[config.mk]
export PLATFORM = sky130hd
export DESIGN_NAME = pulse_channel_controller
export DESIGN_NICKNAME = d
export VERILOG_FILES = /design/src/rtl/pulse_channel_controller.sv
export SDC_FILE = /design/constraint.sdc
export NUM_CORES = 1
export LEC_CHECK = 0
export BUFFER_PORTS_ARGS = -buffer_cell sky130_fd_sc_hd__buf_2
export CAP_MARGIN = 15
export CORE_ASPECT_RATIO = 1.5
export CORE_MARGIN = 2
export CORE_UTILIZATION = 53
export DETAILED_ROUTE_END_ITERATION = 8
export PLACE_DENSITY = 0.75
export SLEW_MARGIN = 10
export SYNTH_ARGS = -nofsm -noshare
export SYNTH_HDL_FRONTEND = slang
export SYNTH_SLANG_ARGS = --single-unit
[constraint.sdc]
create_clock -name iClk -period 1.6 [get_ports iClk]
set_input_delay 0.16 -clock iClk [delete_from_list [all_inputs] [get_ports iClk]]
set_output_delay 0.16 -clock iClk [all_outputs]
set_load 0.02 [all_outputs]
[src/rtl/pulse_channel_controller.sv]
// pulse_channel_controller: register-programmed sequencer for one NES APU pulse
// channel. Holds the four channel registers, the period timer, the length
// counter and the envelope, and drives the rectangle generator plus the
// channel volume.
//
// Optional build macro: PULSE_SWEEP_EN adds the reg1 sweep unit and sweep mute.
//
// Ports:
//   iClk, duty_cycle_reset   clock, asynchronous active-high reset
//   iApuTick                 APU-cycle strobe that advances the period timer
//   iQuarterFrame            frame-sequencer strobe that clocks the envelope
//   iHalfFrame               frame-sequencer strobe that clocks length/sweep
//   iWrite, iAddr, iData     register write port (reg0..reg3)
//   iChannelEnable           status-register enable; low clears length
//   oGenEnable               one-cycle generator step pulse
//   oDutyType                duty select for the generator
//   oSeqRestart              one-cycle generator phase reset after reg3 write
//   oVolume                  channel volume to the mixer
//   oLengthActive            length counter non-zero
module pulse_channel_controller #(
  parameter int unsigned TIMER_WIDTH = 11,
  parameter int unsigned LEN_WIDTH   = 8,
  parameter int unsigned VOL_WIDTH   = 4
) (
  input  logic                 iClk,
  input  logic                 duty_cycle_reset,
  input  logic                 iApuTick,
  input  logic                 iQuarterFrame,
  input  logic                 iHalfFrame,
  input  logic                 iWrite,
  input  logic [1:0]           iAddr,
  input  logic [7:0]           iData,
  input  logic                 iChannelEnable,
  output logic                 oGenEnable,
  output logic [1:0]           oDutyType,
  output logic                 oSeqRestart,
  output logic [VOL_WIDTH-1:0] oVolume,
  output logic                 oLengthActive
);

  localparam int unsigned MIN_PERIOD = 8;

  logic                   wr0_c, wr2_c, wr3_c;
  logic [1:0]             duty_q, duty_d;
  logic                   halt_q, halt_d;
  logic                   constvol_q, constvol_d;
  logic [VOL_WIDTH-1:0]   vol_q, vol_d;
  logic [TIMER_WIDTH-1:0] period_q, period_d;
  logic [TIMER_WIDTH-1:0] timer_q, timer_d;
  logic [LEN_WIDTH-1:0]   len_q, len_d;
  logic                   start_q, start_d;
  logic [VOL_WIDTH-1:0]   decay_q, decay_d;
  logic [VOL_WIDTH-1:0]   div_q, div_d;
  logic                   gen_en_q, gen_en_d;
  logic                   restart_q, restart_d;
  logic [VOL_WIDTH-1:0]   out_vol_q, out_vol_d;
  logic                   len_active_q, len_active_d;
  logic                   muted_c;

  assign wr0_c = iWrite && (iAddr == 2'd0);
  assign wr2_c = iWrite && (iAddr == 2'd2);
  assign wr3_c = iWrite && (iAddr == 2'd3);

`ifdef PULSE_SWEEP_EN
  logic                   wr1_c;
  logic                   sw_en_q, sw_en_d;
  logic [2:0]             sw_p_q, sw_p_d;
  logic                   sw_neg_q, sw_neg_d;
  logic [2:0]             sw_shift_q, sw_shift_d;
  logic [2:0]             sw_div_q, sw_div_d;
  logic                   sw_reload_q, sw_reload_d;
  logic [TIMER_WIDTH-1:0] sw_delta_c;
  logic [TIMER_WIDTH:0]   sw_sum_c;
  logic [TIMER_WIDTH-1:0] sw_target_c;
  logic                   sw_mute_c;

  assign wr1_c      = iWrite && (iAddr == 2'd1);
  assign sw_delta_c = period_q >> sw_shift_q;
  assign sw_sum_c   = {1'b0, period_q} + {1'b0, sw_delta_c};
  // Negate mode saturates at zero; add mode keeps the low bits for the update.
  assign sw_target_c = sw_neg_q ? ((sw_delta_c > period_q) ? '0 : period_q - sw_delta_c)
                                : sw_sum_c[TIMER_WIDTH-1:0];
  // Only the add-mode target can overflow the 11-bit period.
  assign sw_mute_c  = ~sw_neg_q & sw_sum_c[TIMER_WIDTH];
  assign muted_c    = (len_q == '0) || (period_q < TIMER_WIDTH'(MIN_PERIOD)) || sw_mute_c;
`else
  assign muted_c    = (len_q == '0) || (period_q < TIMER_WIDTH'(MIN_PERIOD));
`endif

  // Next-state logic for registers, timer, length, envelope and outputs.
  always_comb begin
    duty_d       = duty_q;
    halt_d       = halt_q;
    constvol_d   = constvol_q;
    vol_d        = vol_q;
    period_d     = period_q;
    timer_d      = timer_q;
    len_d        = len_q;
    start_d      = start_q;
    decay_d      = decay_q;
    div_d        = div_q;
    gen_en_d     = 1'b0;
    restart_d    = wr3_c;
    out_vol_d    = muted_c ? '0 : (constvol_q ? vol_q : decay_q);
    len_active_d = (len_q != '0);
`ifdef PULSE_SWEEP_EN
    sw_en_d      = sw_en_q;
    sw_p_d       = sw_p_q;
    sw_neg_d     = sw_neg_q;
    sw_shift_d   = sw_shift_q;
    sw_div_d     = sw_div_q;
    sw_reload_d  = sw_reload_q;
`endif

    if (wr0_c) begin
      duty_d     = iData[7:6];
      halt_d     = iData[5];
      constvol_d = iData[4];
      vol_d      = VOL_WIDTH'(iData[3:0]);
    end

    // Period timer: reload on zero and emit one step pulse.
    if (iApuTick) begin
      if (timer_q == '0) begin
        timer_d  = period_q;
        gen_en_d = 1'b1;
      end else begin
        timer_d  = timer_q - TIMER_WIDTH'(1);
      end
    end

`ifdef PULSE_SWEEP_EN
    if (iHalfFrame) begin
      if ((sw_div_q == '0) && sw_en_q && (sw_shift_q != '0) && !muted_c)
        period_d = sw_target_c;
      if ((sw_div_q == '0) || sw_reload_q) begin
        sw_div_d    = sw_p_q;
        sw_reload_d = 1'b0;
      end else begin
        sw_div_d    = sw_div_q - 3'(1);
      end
    end
    if (wr1_c) begin
      sw_en_d     = iData[7];
      sw_p_d      = iData[6:4];
      sw_neg_d    = iData[3];
      sw_shift_d  = iData[2:0];
      sw_reload_d = 1'b1;
    end
`endif

    // Register writes override a same-cycle sweep update of the period.
    if (wr2_c) period_d[7:0] = iData;
    if (wr3_c) period_d[TIMER_WIDTH-1:8] = iData[2:0];

    // Length: a load beats a same-cycle decrement; disable beats everything.
    if (wr3_c)
      len_d = LEN_WIDTH'({iData[7:3], 3'b111});
    else if (iHalfFrame && (len_q != '0) && !halt_q)
      len_d = len_q - LEN_WIDTH'(1);
    if (!iChannelEnable)
      len_d = '0;

    // Envelope runs on the old start flag; a reg3 write re-arms it afterwards.
    if (iQuarterFrame) begin
      if (start_q) begin
        start_d = 1'b0;
        decay_d = '1;
        div_d   = vol_q;
      end else if (div_q == '0) begin
        div_d = vol_q;
        if (decay_q != '0)
          decay_d = decay_q - VOL_WIDTH'(1);
        else if (halt_q)
          decay_d = '1;
      end else begin
        div_d = div_q - VOL_WIDTH'(1);
      end
    end
    if (wr3_c) start_d = 1'b1;
  end

  // State and output registers.
  always_ff @(posedge iClk or posedge duty_cycle_reset) begin
    if (duty_cycle_reset) begin
      duty_q       <= '0;
      halt_q       <= 1'b0;
      constvol_q   <= 1'b0;
      vol_q        <= '0;
      period_q     <= '0;
      timer_q      <= '0;
      len_q        <= '0;
      start_q      <= 1'b0;
      decay_q      <= '0;
      div_q        <= '0;
      gen_en_q     <= 1'b0;
      restart_q    <= 1'b0;
      out_vol_q    <= '0;
      len_active_q <= 1'b0;
`ifdef PULSE_SWEEP_EN
      sw_en_q      <= 1'b0;
      sw_p_q       <= '0;
      sw_neg_q     <= 1'b0;
      sw_shift_q   <= '0;
      sw_div_q     <= '0;
      sw_reload_q  <= 1'b0;
`endif
    end else begin
      duty_q       <= duty_d;
      halt_q       <= halt_d;
      constvol_q   <= constvol_d;
      vol_q        <= vol_d;
      period_q     <= period_d;
      timer_q      <= timer_d;
      len_q        <= len_d;
      start_q      <= start_d;
      decay_q      <= decay_d;
      div_q        <= div_d;
      gen_en_q     <= gen_en_d;
      restart_q    <= restart_d;
      out_vol_q    <= out_vol_d;
      len_active_q <= len_active_d;
`ifdef PULSE_SWEEP_EN
      sw_en_q      <= sw_en_d;
      sw_p_q       <= sw_p_d;
      sw_neg_q     <= sw_neg_d;
      sw_shift_q   <= sw_shift_d;
      sw_div_q     <= sw_div_d;
      sw_reload_q  <= sw_reload_d;
`endif
    end
  end

  assign oGenEnable    = gen_en_q;
  assign oDutyType     = duty_q;
  assign oSeqRestart   = restart_q;
  assign oVolume       = out_vol_q;
  assign oLengthActive = len_active_q;

endmodule

==> results of run 1 <==
worst max-delay path, stage by stage, from the launching register on:
cell and delay [ns]:
sky130_fd_sc_hd__dfrtp_1 0.39, sky130_fd_sc_hd__inv_2 0.08, sky130_fd_sc_hd__ha_4 0.12, sky130_fd_sc_hd__or3b_4 0.40, sky130_fd_sc_hd__a221oi_4 0.37, sky130_fd_sc_hd__a21oi_2 0.08
sky130_fd_sc_hd__a31oi_1 0.16
layout make-up:
cell class	count	area share
clock inverter	1	0.00139
sequential	54	0.374
timing repair buffer	78	0.153
clock buffer	7	0.0239
tap	68	0.0235
inverter	16	0.0166
multi-input combinational	180	0.408
power breakdown:
part	internal (uW)	leakage (uW)	switching [uW]
clock network	350	0.0000482	439
registers	1760	0.000653	363
logic	1240	0.000874	1190
cells by family (layout without fill, tap and decap cells):
group,after synthesis,in the layout,synth area share
AOI/OAI and AO/OA,58,58,0.142
xor gates and xnor gates,3,3,0.00964
adders and majority gates,5,5,0.0229
buffers and inverters,24,102,0.0344
DFF,54,54,0.496
muxes,23,23,0.0918
and+or+nand+nor,91,91,0.203
final timing paths:
| path | startpoint | end | slack [ns] | cells after the start |
|---|---|---|---|---|
| min in group asynchronous | duty_cycle_reset | oGenEnable$_DFF_PP0_ | 0.42 | 3 |
| max | div_q[1]$_DFFE_PP0P_ | decay_q[2]$_DFFE_PP0P_ | -0.09 | 6 |
| max in group asynchronous | duty_cycle_reset | len_q[1]$_DFFE_PP0P_ | 0.67 | 4 |
| min | iData[2] | period_q[10]$_DFFE_PP0P_ | 0.09 | 3 |
| min reg2reg | oDutyType[0]$_DFFE_PP0P_ | oDutyType[0]$_DFFE_PP0P_ | 0.51 | 1 |
| max reg2reg | div_q[1]$_DFFE_PP0P_ | decay_q[2]$_DFFE_PP0P_ | -0.09 | 6 |
stage by stage:
step / std cells / TNS, ns / power (uW) / cell area, um2
after CTS: 400 / -0.333 / 5110 / 3470
after floorplan: 258 / -0.248 / 3240 / 2760
after global placement: 384 / -0.287 / 4030 / 3250
after global routing: 404 / -1.75 / 5680 / 3610
final: 404 / -0.461 / 5340 / 3610
after detailed placement: 384 / -0.734 / 4110 / 3250
cells in the mapped netlist, drive strengths merged, types with 2 or more instances:
cell | number | area (um2)
a211oi | 3 | 22.5
a21oi | 17 | 85.1
a22oi | 2 | 15.0
a2bb2oi | 2 | 17.5
a31oi | 6 | 37.5
and3 | 2 | 12.5
buf | 4 | 18.8
clkbuf | 4 | 15.0
clkinv | 2 | 7.51
dfrtp | 54 | 1350
ha | 5 | 62.6
inv | 14 | 52.6
mux2 | 16 | 180
mux2i | 7 | 70.1
nand2 | 18 | 67.6
nand3 | 13 | 70.1
nand3b | 6 | 45.0
nand4 | 2 | 12.5
nor2 | 15 | 56.3
nor3 | 9 | 45.0
nor3b | 5 | 42.5
nor4 | 7 | 77.6
o211ai | 2 | 15.0
o21ai | 13 | 65.1
o22a | 2 | 17.5
o31ai | 2 | 15.0
or3 | 3 | 18.8
or3b | 2 | 17.5
or4 | 2 | 18.8
xnor2 | 3 | 26.3
layer usage:
layer,global-route usage,wire [um],part of all wire,vias up
met3,0.0319,220,0.032,15
met4,0.0852,146,0.021,0
met1,0.294,2620,0.38,1196
met2,0.466,3990,0.57,61
met5,0,0,0,-
li1,-,-,-,1097
registers in the layout, summed over array words and instances, names as in the netlist:
signal / cells
oSeqRestart: 1
halt_q: 1
constvol_q: 1
oGenEnable: 1
start_q: 1
oVolume: 4
len_q: 8
period_q: 11
oLengthActive: 1
decay_q: 4
timer_q: 11
div_q: 4
vol_q: 4
oDutyType: 2
what timing repair did:
item	in CTS	in global routing
hold buffers	1	0
endpoints found under the hold margin	17	0
gates resized for setup	21	26
buffers inserted	7	6
pin swaps	9	22
endpoints found under the setup margin	15	22
==> impl_metrics.xml, run 1 <==
<?xml version="1.0" encoding="UTF-8"?>
<metrics>
  <group name="floorplanning">
    <metric name="die_h" unit="um">91.8</metric>
    <metric name="floorplan.rows" unit="">32</metric>
    <metric name="die_area" unit="um2">5750</metric>
    <metric name="num_io_pins" unit="">26</metric>
    <metric name="floorplan.initialDensity" unit="">0.540</metric>
    <metric name="dieWidth" unit="um">62.6</metric>
    <metric name="coreArea" unit="um2">5040</metric>
  </group>
  <group name="synthesis">
    <metric name="synth-edff-count" unit="">0</metric>
    <metric name="netlist-cell-type-count" unit="">52</metric>
    <metric name="mappedNetlistNets" unit="">280</metric>
    <metric name="number_of_warnings_reported_in_the_yosys_synthesis_log" unit="">0</metric>
    <metric name="syn_area" unit="um2">2730</metric>
    <metric name="postSynthCellCount" unit="">258</metric>
    <metric name="postSynthAreaPerCell" unit="um2">10.6</metric>
    <metric name="ys.flop_type" unit="">sky130_fd_sc_hd__dfrtp_1</metric>
    <metric name="synth-seq-cells" unit="">54</metric>
    <metric name="sequential_area_share_after_synthesis" unit="">0.496</metric>
    <metric name="async_reset_ff_frac" unit="">1.00</metric>
  </group>
  <group name="cts">
    <metric name="cts_tree" unit="">done</metric>
    <metric name="clock_sinks" unit="">54</metric>
    <metric name="clock_buffers_created_by_tritoncts" unit="">5</metric>
    <metric name="path_clk_slew" unit="ns">0.09</metric>
    <metric name="clock_latency" unit="ns">0.31</metric>
    <metric name="max-clock-path-buffers" unit="">2</metric>
    <metric name="htreeDepth" unit="">2</metric>
    <metric name="cts_root_buf" unit="">sky130_fd_sc_hd__clkbuf_8</metric>
  </group>
  <group name="sta">
    <metric name="grt_setup_unrepaired" unit="">yes</metric>
    <metric name="fmax" unit="MHz">592</metric>
    <metric name="period_share" unit="">1.06</metric>
    <metric name="period_needed" unit="ns">1.69</metric>
    <metric name="report.final.slew_viol_count" unit="">0</metric>
    <metric name="timing_hold_violations_final" unit="">0</metric>
    <metric name="timing.clock.skew" unit="ns">0.00331</metric>
    <metric name="final-setup-viol-count" unit="">13</metric>
    <metric name="tightest_slew" unit="ns">0.487</metric>
    <metric name="hold_ws" unit="ns">0.0916</metric>
    <metric name="final_critical_path_setup_slack" unit="ns">-0.0893</metric>
    <metric name="slew_headroom" unit="">0.675</metric>
  </group>
  <group name="global_route">
    <metric name="global_route_usage_over_all_layers" unit="">0.250</metric>
    <metric name="first_global_vias" unit="">2359</metric>
    <metric name="total_grt_overflow" unit="">0</metric>
    <metric name="antenna_found_initial" unit="">0</metric>
    <metric name="grt_start_max_net_pins" unit="">29</metric>
    <metric name="global_route_wire_length_before_repair" unit="mm">11.4</metric>
  </group>
  <group name="drt">
    <metric name="drt.antenna.violating_nets" unit="">0</metric>
    <metric name="drt-wirelength-per-cell" unit="um">17.3</metric>
    <metric name="totalWireLength" unit="mm">6.98</metric>
    <metric name="viasPerCell" unit="">5.86</metric>
    <metric name="dr.first_iter.drc_count" unit="">97</metric>
    <metric name="post-route-drc-count" unit="">0</metric>
    <metric name="vias" unit="">2369</metric>
    <metric name="detail_route.first_pass.iterations" unit="">4</metric>
  </group>
  <group name="pwr">
    <metric name="ir_worst_vdd" unit="uV">922</metric>
    <metric name="p_leak" unit="uW">0.00158</metric>
    <metric name="cellPowerDensity" unit="nW/um2">1480</metric>
  </group>
  <group name="finish">
    <metric name="layout_commonest_cell" unit="">sky130_fd_sc_hd__dfrtp_1</metric>
    <metric name="areaGrowthSynthToFinish" unit="%">32.5</metric>
    <metric name="final-seq-area" unit="um2">1350</metric>
    <metric name="fillerInstances" unit="">407</metric>
    <metric name="final_layout_size_suffix_gt1_frac" unit="">0.438</metric>
    <metric name="antennaDiodeCount" unit="">0</metric>
    <metric name="multi_input_comb_area" unit="um2">1470</metric>
    <metric name="final_nets" unit="">357</metric>
    <metric name="finalCoreUtilization" unit="">0.716</metric>
    <metric name="most-common-layout-cells" unit="">54 x sky130_fd_sc_hd__dfrtp_1, 47 x sky130_fd_sc_hd__buf_4, 25 x sky130_fd_sc_hd__buf_2, 17 x sky130_fd_sc_hd__nand2_1, 16 x sky130_fd_sc_hd__mux2_2</metric>
  </group>
  <group name="run_status">
    <metric name="status" unit="">finished with violations</metric>
    <metric name="failed_checks" unit="">setup timing</metric>
  </group>
  <group name="worst_hold_path">
    <metric name="hold_path_class" unit="">input port to flip-flop</metric>
  </group>
  <group name="placed_design">
    <metric name="detailedPlacementHpwl" unit="mm">4.82</metric>
    <metric name="io_buffer_count" unit="">25</metric>
    <metric name="place_ws" unit="ns">-0.181</metric>
    <metric name="gp_congestion" unit="">0.883</metric>
  </group>
  <group name="run">
    <metric name="max_cap_viol" unit="">0</metric>
  </group>
  <group name="critical_path">
    <metric name="crit_arrival" unit="ns">1.92</metric>
    <metric name="cp-end-kind" unit="">flip-flop</metric>
    <metric name="crit_path_start_kind" unit="">flip-flop</metric>
    <metric name="timing.critical_path.fanout_max" unit="">5</metric>
    <metric name="timing_worst_setup_path_type" unit="">flip-flop to flip-flop</metric>
    <metric name="crit_required" unit="ns">1.83</metric>
  </group>
</metrics>
Note: power is estimated with default switching activity, not from simulation.
==> run 2: changes to the inputs <==
BUFFER_PORTS_ARGS = -buffer_cell sky130_fd_sc_hd__clkbuf_2   (was -buffer_cell sky130_fd_sc_hd__buf_2)
==> run 2 against run 1 <==
Net effect: the run still ends with setup timing left; largest power group unchanged; highest routed layer unchanged; total power shrank 0.95%; worst setup slack lost 0.028 ns; global-route usage shrank 1.0 points; non-clock buffer count shrank 4; sequential power is essentially flat; first-iteration DRC count grew 45%; largest cell class unchanged; clock skew grew 0.0056 ns; sequential share of layout area grew 0.31 points.
==> impl_metrics.xml, run 2 (synthesis gave the netlist of run 1 again) <==
<?xml version="1.0" encoding="UTF-8"?>
<metrics>
  <group name="cts">
    <metric name="max-clock-path-buffers" unit="">2</metric>
    <metric name="cts_root_buf" unit="">sky130_fd_sc_hd__clkbuf_8</metric>
    <metric name="clock_sinks" unit="">54</metric>
    <metric name="htreeDepth" unit="">2</metric>
    <metric name="cts_tree" unit="">done</metric>
    <metric name="path_clk_slew" unit="ns">0.10</metric>
    <metric name="clock_buffers_created_by_tritoncts" unit="">5</metric>
    <metric name="clock_latency" unit="ns">0.30</metric>
  </group>
  <group name="finish">
    <metric name="final_layout_size_suffix_gt1_frac" unit="">0.431</metric>
    <metric name="biggestRegsByFlops" unit="">period_q (11), timer_q (11), len_q (8)</metric>
    <metric name="areaGrowthSynthToFinish" unit="%">31.4</metric>
    <metric name="final_nets" unit="">353</metric>
    <metric name="finish.instance_area" unit="um2">3580</metric>
    <metric name="layout_commonest_cell" unit="">sky130_fd_sc_hd__dfrtp_1</metric>
    <metric name="most-common-layout-cells" unit="">54 x sky130_fd_sc_hd__dfrtp_1, 42 x sky130_fd_sc_hd__buf_4, 25 x sky130_fd_sc_hd__clkbuf_2, 17 x sky130_fd_sc_hd__nand2_1, 16 x sky130_fd_sc_hd__mux2_2</metric>
    <metric name="finalCoreUtilization" unit="">0.710</metric>
    <metric name="antennaDiodeCount" unit="">0</metric>
  </group>
  <group name="global_route">
    <metric name="total_grt_overflow" unit="">0</metric>
    <metric name="global_route_usage_over_all_layers" unit="">0.240</metric>
    <metric name="global_route_wire_length_before_repair" unit="mm">11.0</metric>
    <metric name="first_global_vias" unit="">2372</metric>
    <metric name="grt_start_max_net_pins" unit="">55</metric>
    <metric name="antenna_found_initial" unit="">0</metric>
  </group>
  <group name="sta">
    <metric name="period_share" unit="">1.07</metric>
    <metric name="final_critical_path_setup_slack" unit="ns">-0.117</metric>
    <metric name="timing.clock.skew" unit="ns">0.00895</metric>
    <metric name="final-setup-viol-count" unit="">12</metric>
    <metric name="fin_tns_setup" unit="ns">-0.581</metric>
    <metric name="grt_setup_unrepaired" unit="">yes</metric>
    <metric name="period_needed" unit="ns">1.72</metric>
    <metric name="report.final.slew_viol_count" unit="">0</metric>
    <metric name="fmax" unit="MHz">582</metric>
    <metric name="timing_hold_violations_final" unit="">0</metric>
    <metric name="slew_headroom" unit="">0.689</metric>
    <metric name="tightest_slew" unit="ns">0.465</metric>
  </group>
  <group name="placed_design">
    <metric name="io_buffer_count" unit="">25</metric>
    <metric name="gp_congestion" unit="">0.875</metric>
    <metric name="placed_area" unit="um2">3220</metric>
    <metric name="detailedPlacementHpwl" unit="mm">4.83</metric>
  </group>
  <group name="critical_path">
    <metric name="crit_arrival" unit="ns">1.95</metric>
    <metric name="timing.critical_path.fanout_max" unit="">4</metric>
    <metric name="timing_worst_setup_path_type" unit="">flip-flop to flip-flop</metric>
    <metric name="crit_required" unit="ns">1.84</metric>
    <metric name="cp-end-kind" unit="">flip-flop</metric>
    <metric name="crit_path_start_kind" unit="">flip-flop</metric>
  </group>
  <group name="pwr">
    <metric name="total_power" unit="uW">5290</metric>
    <metric name="sw_power" unit="uW">1970</metric>
    <metric name="ir_worst_vdd" unit="uV">826</metric>
    <metric name="cell_internal_pwr" unit="uW">3320</metric>
    <metric name="power_switching_share" unit="">0.373</metric>
    <metric name="cellPowerDensity" unit="nW/um2">1480</metric>
    <metric name="pwr-share-clk" unit="">0.147</metric>
    <metric name="pwr-share-comb" unit="">0.450</metric>
    <metric name="power_frac_seq" unit="">0.403</metric>
    <metric name="p_leak" unit="uW">0.00156</metric>
  </group>
  <group name="drt">
    <metric name="vias" unit="">2352</metric>
    <metric name="drt-wirelength-per-cell" unit="um">17.4</metric>
    <metric name="totalWireLength" unit="mm">6.96</metric>
    <metric name="post-route-drc-count" unit="">0</metric>
    <metric name="dr.first_iter.drc_count" unit="">141</metric>
    <metric name="detail_route.first_pass.iterations" unit="">4</metric>
    <metric name="viasPerCell" unit="">5.88</metric>
    <metric name="drt.antenna.violating_nets" unit="">0</metric>
  </group>
  <group name="floorplanning">
    <metric name="die_area" unit="um2">5750</metric>
    <metric name="coreArea" unit="um2">5040</metric>
    <metric name="num_io_pins" unit="">26</metric>
    <metric name="die_h" unit="um">91.8</metric>
    <metric name="floorplan.initialDensity" unit="">0.540</metric>
    <metric name="dieWidth" unit="um">62.6</metric>
    <metric name="floorplan.rows" unit="">32</metric>
  </group>
  <group name="run_status">
    <metric name="status" unit="">finished with violations</metric>
    <metric name="failed_checks" unit="">setup timing</metric>
  </group>
  <group name="worst_hold_path">
    <metric name="hold_path_class" unit="">input port to flip-flop</metric>
  </group>
  <group name="run">
    <metric name="max_cap_viol" unit="">0</metric>
  </group>
</metrics>
## run 2: cell count changes in the layout (fill, tap and decap cells not counted), sizes merged
cell and delta:
buf -29, clkbuf +25
## run 2: cell type report
cell class | count | area (um2)
repair buffers | 74 | 527
multi-input cells | 180 | 1470
inverters | 16 | 60.1
clock buffers | 7 | 86.3
flip-flops and latches | 54 | 1350
clock inverters | 1 | 5.00
well taps | 68 | 85.1
fillers | 391 | 1460
## run 2: layer usage
metal	GRT usage	share of wire	vias up
li1	-	-	1090
met1	0.278	0.38	1181
met2	0.447	0.57	61
met3	0.0258	0.027	20
met4	0.0963	0.031	0
met5	0	0	-
## run 2: final timing paths
kind	slack, ns	from	end	cells past startpoint
min reg2reg	0.52	oDutyType[1]$_DFFE_PP0P_	oDutyType[1]$_DFFE_PP0P_	1
min	0.1	iData[2]	period_q[10]$_DFFE_PP0P_	3
max in group asynchronous	0.92	duty_cycle_reset	len_q[7]$_DFFE_PP0P_	4
min in group asynchronous	0.44	duty_cycle_reset	oGenEnable$_DFF_PP0_	4
max reg2reg	-0.12	div_q[1]$_DFFE_PP0P_	decay_q[0]$_DFFE_PP0P_	7
max	-0.12	div_q[1]$_DFFE_PP0P_	decay_q[0]$_DFFE_PP0P_	7
## run 2: timing repair
action	4_1_cts	5_1_grt
endpoints found under the hold margin	54	0
resized for setup	17	31
hold buffers	1	0
setup buffers	2	10
endpoints found under the setup margin	22	26
pin swaps	8	27
## run 2: power groups by stage
stage          Sequential (uW)  Clock [uW]  Combinational, uW
3_3_place_gp              2120           0               1870
3_5_place_dp              2140           0               1940
2_1_floorplan             2210           0               1030
6_report                  2130         778               2380
5_1_grt                   2170         853               2580
4_1_cts                   2120         796               2060
## run 2: critical path, stage by stage, from the launching register on
cell,delay [ns]
sky130_fd_sc_hd__dfrtp_1,0.41
sky130_fd_sc_hd__inv_2,0.09
sky130_fd_sc_hd__ha_4,0.13
sky130_fd_sc_hd__or3b_4,0.41
sky130_fd_sc_hd__a221oi_4,0.33
sky130_fd_sc_hd__buf_6,0.15
sky130_fd_sc_hd__nor2_2,0.03
sky130_fd_sc_hd__a21oi_1,0.10
## run 2: through the flow
stage / cells / hold WS (ns) / worst slack, ns
CTS: 391 / 0.101 / -0.114
detailed placement: 380 / 0.218 / -0.163
global route: 400 / 0.117 / -0.146
floorplan: 258 / 0.265 / -0.0968
global placement: 380 / 0.215 / -0.104
finish: 400 / 0.0990 / -0.117
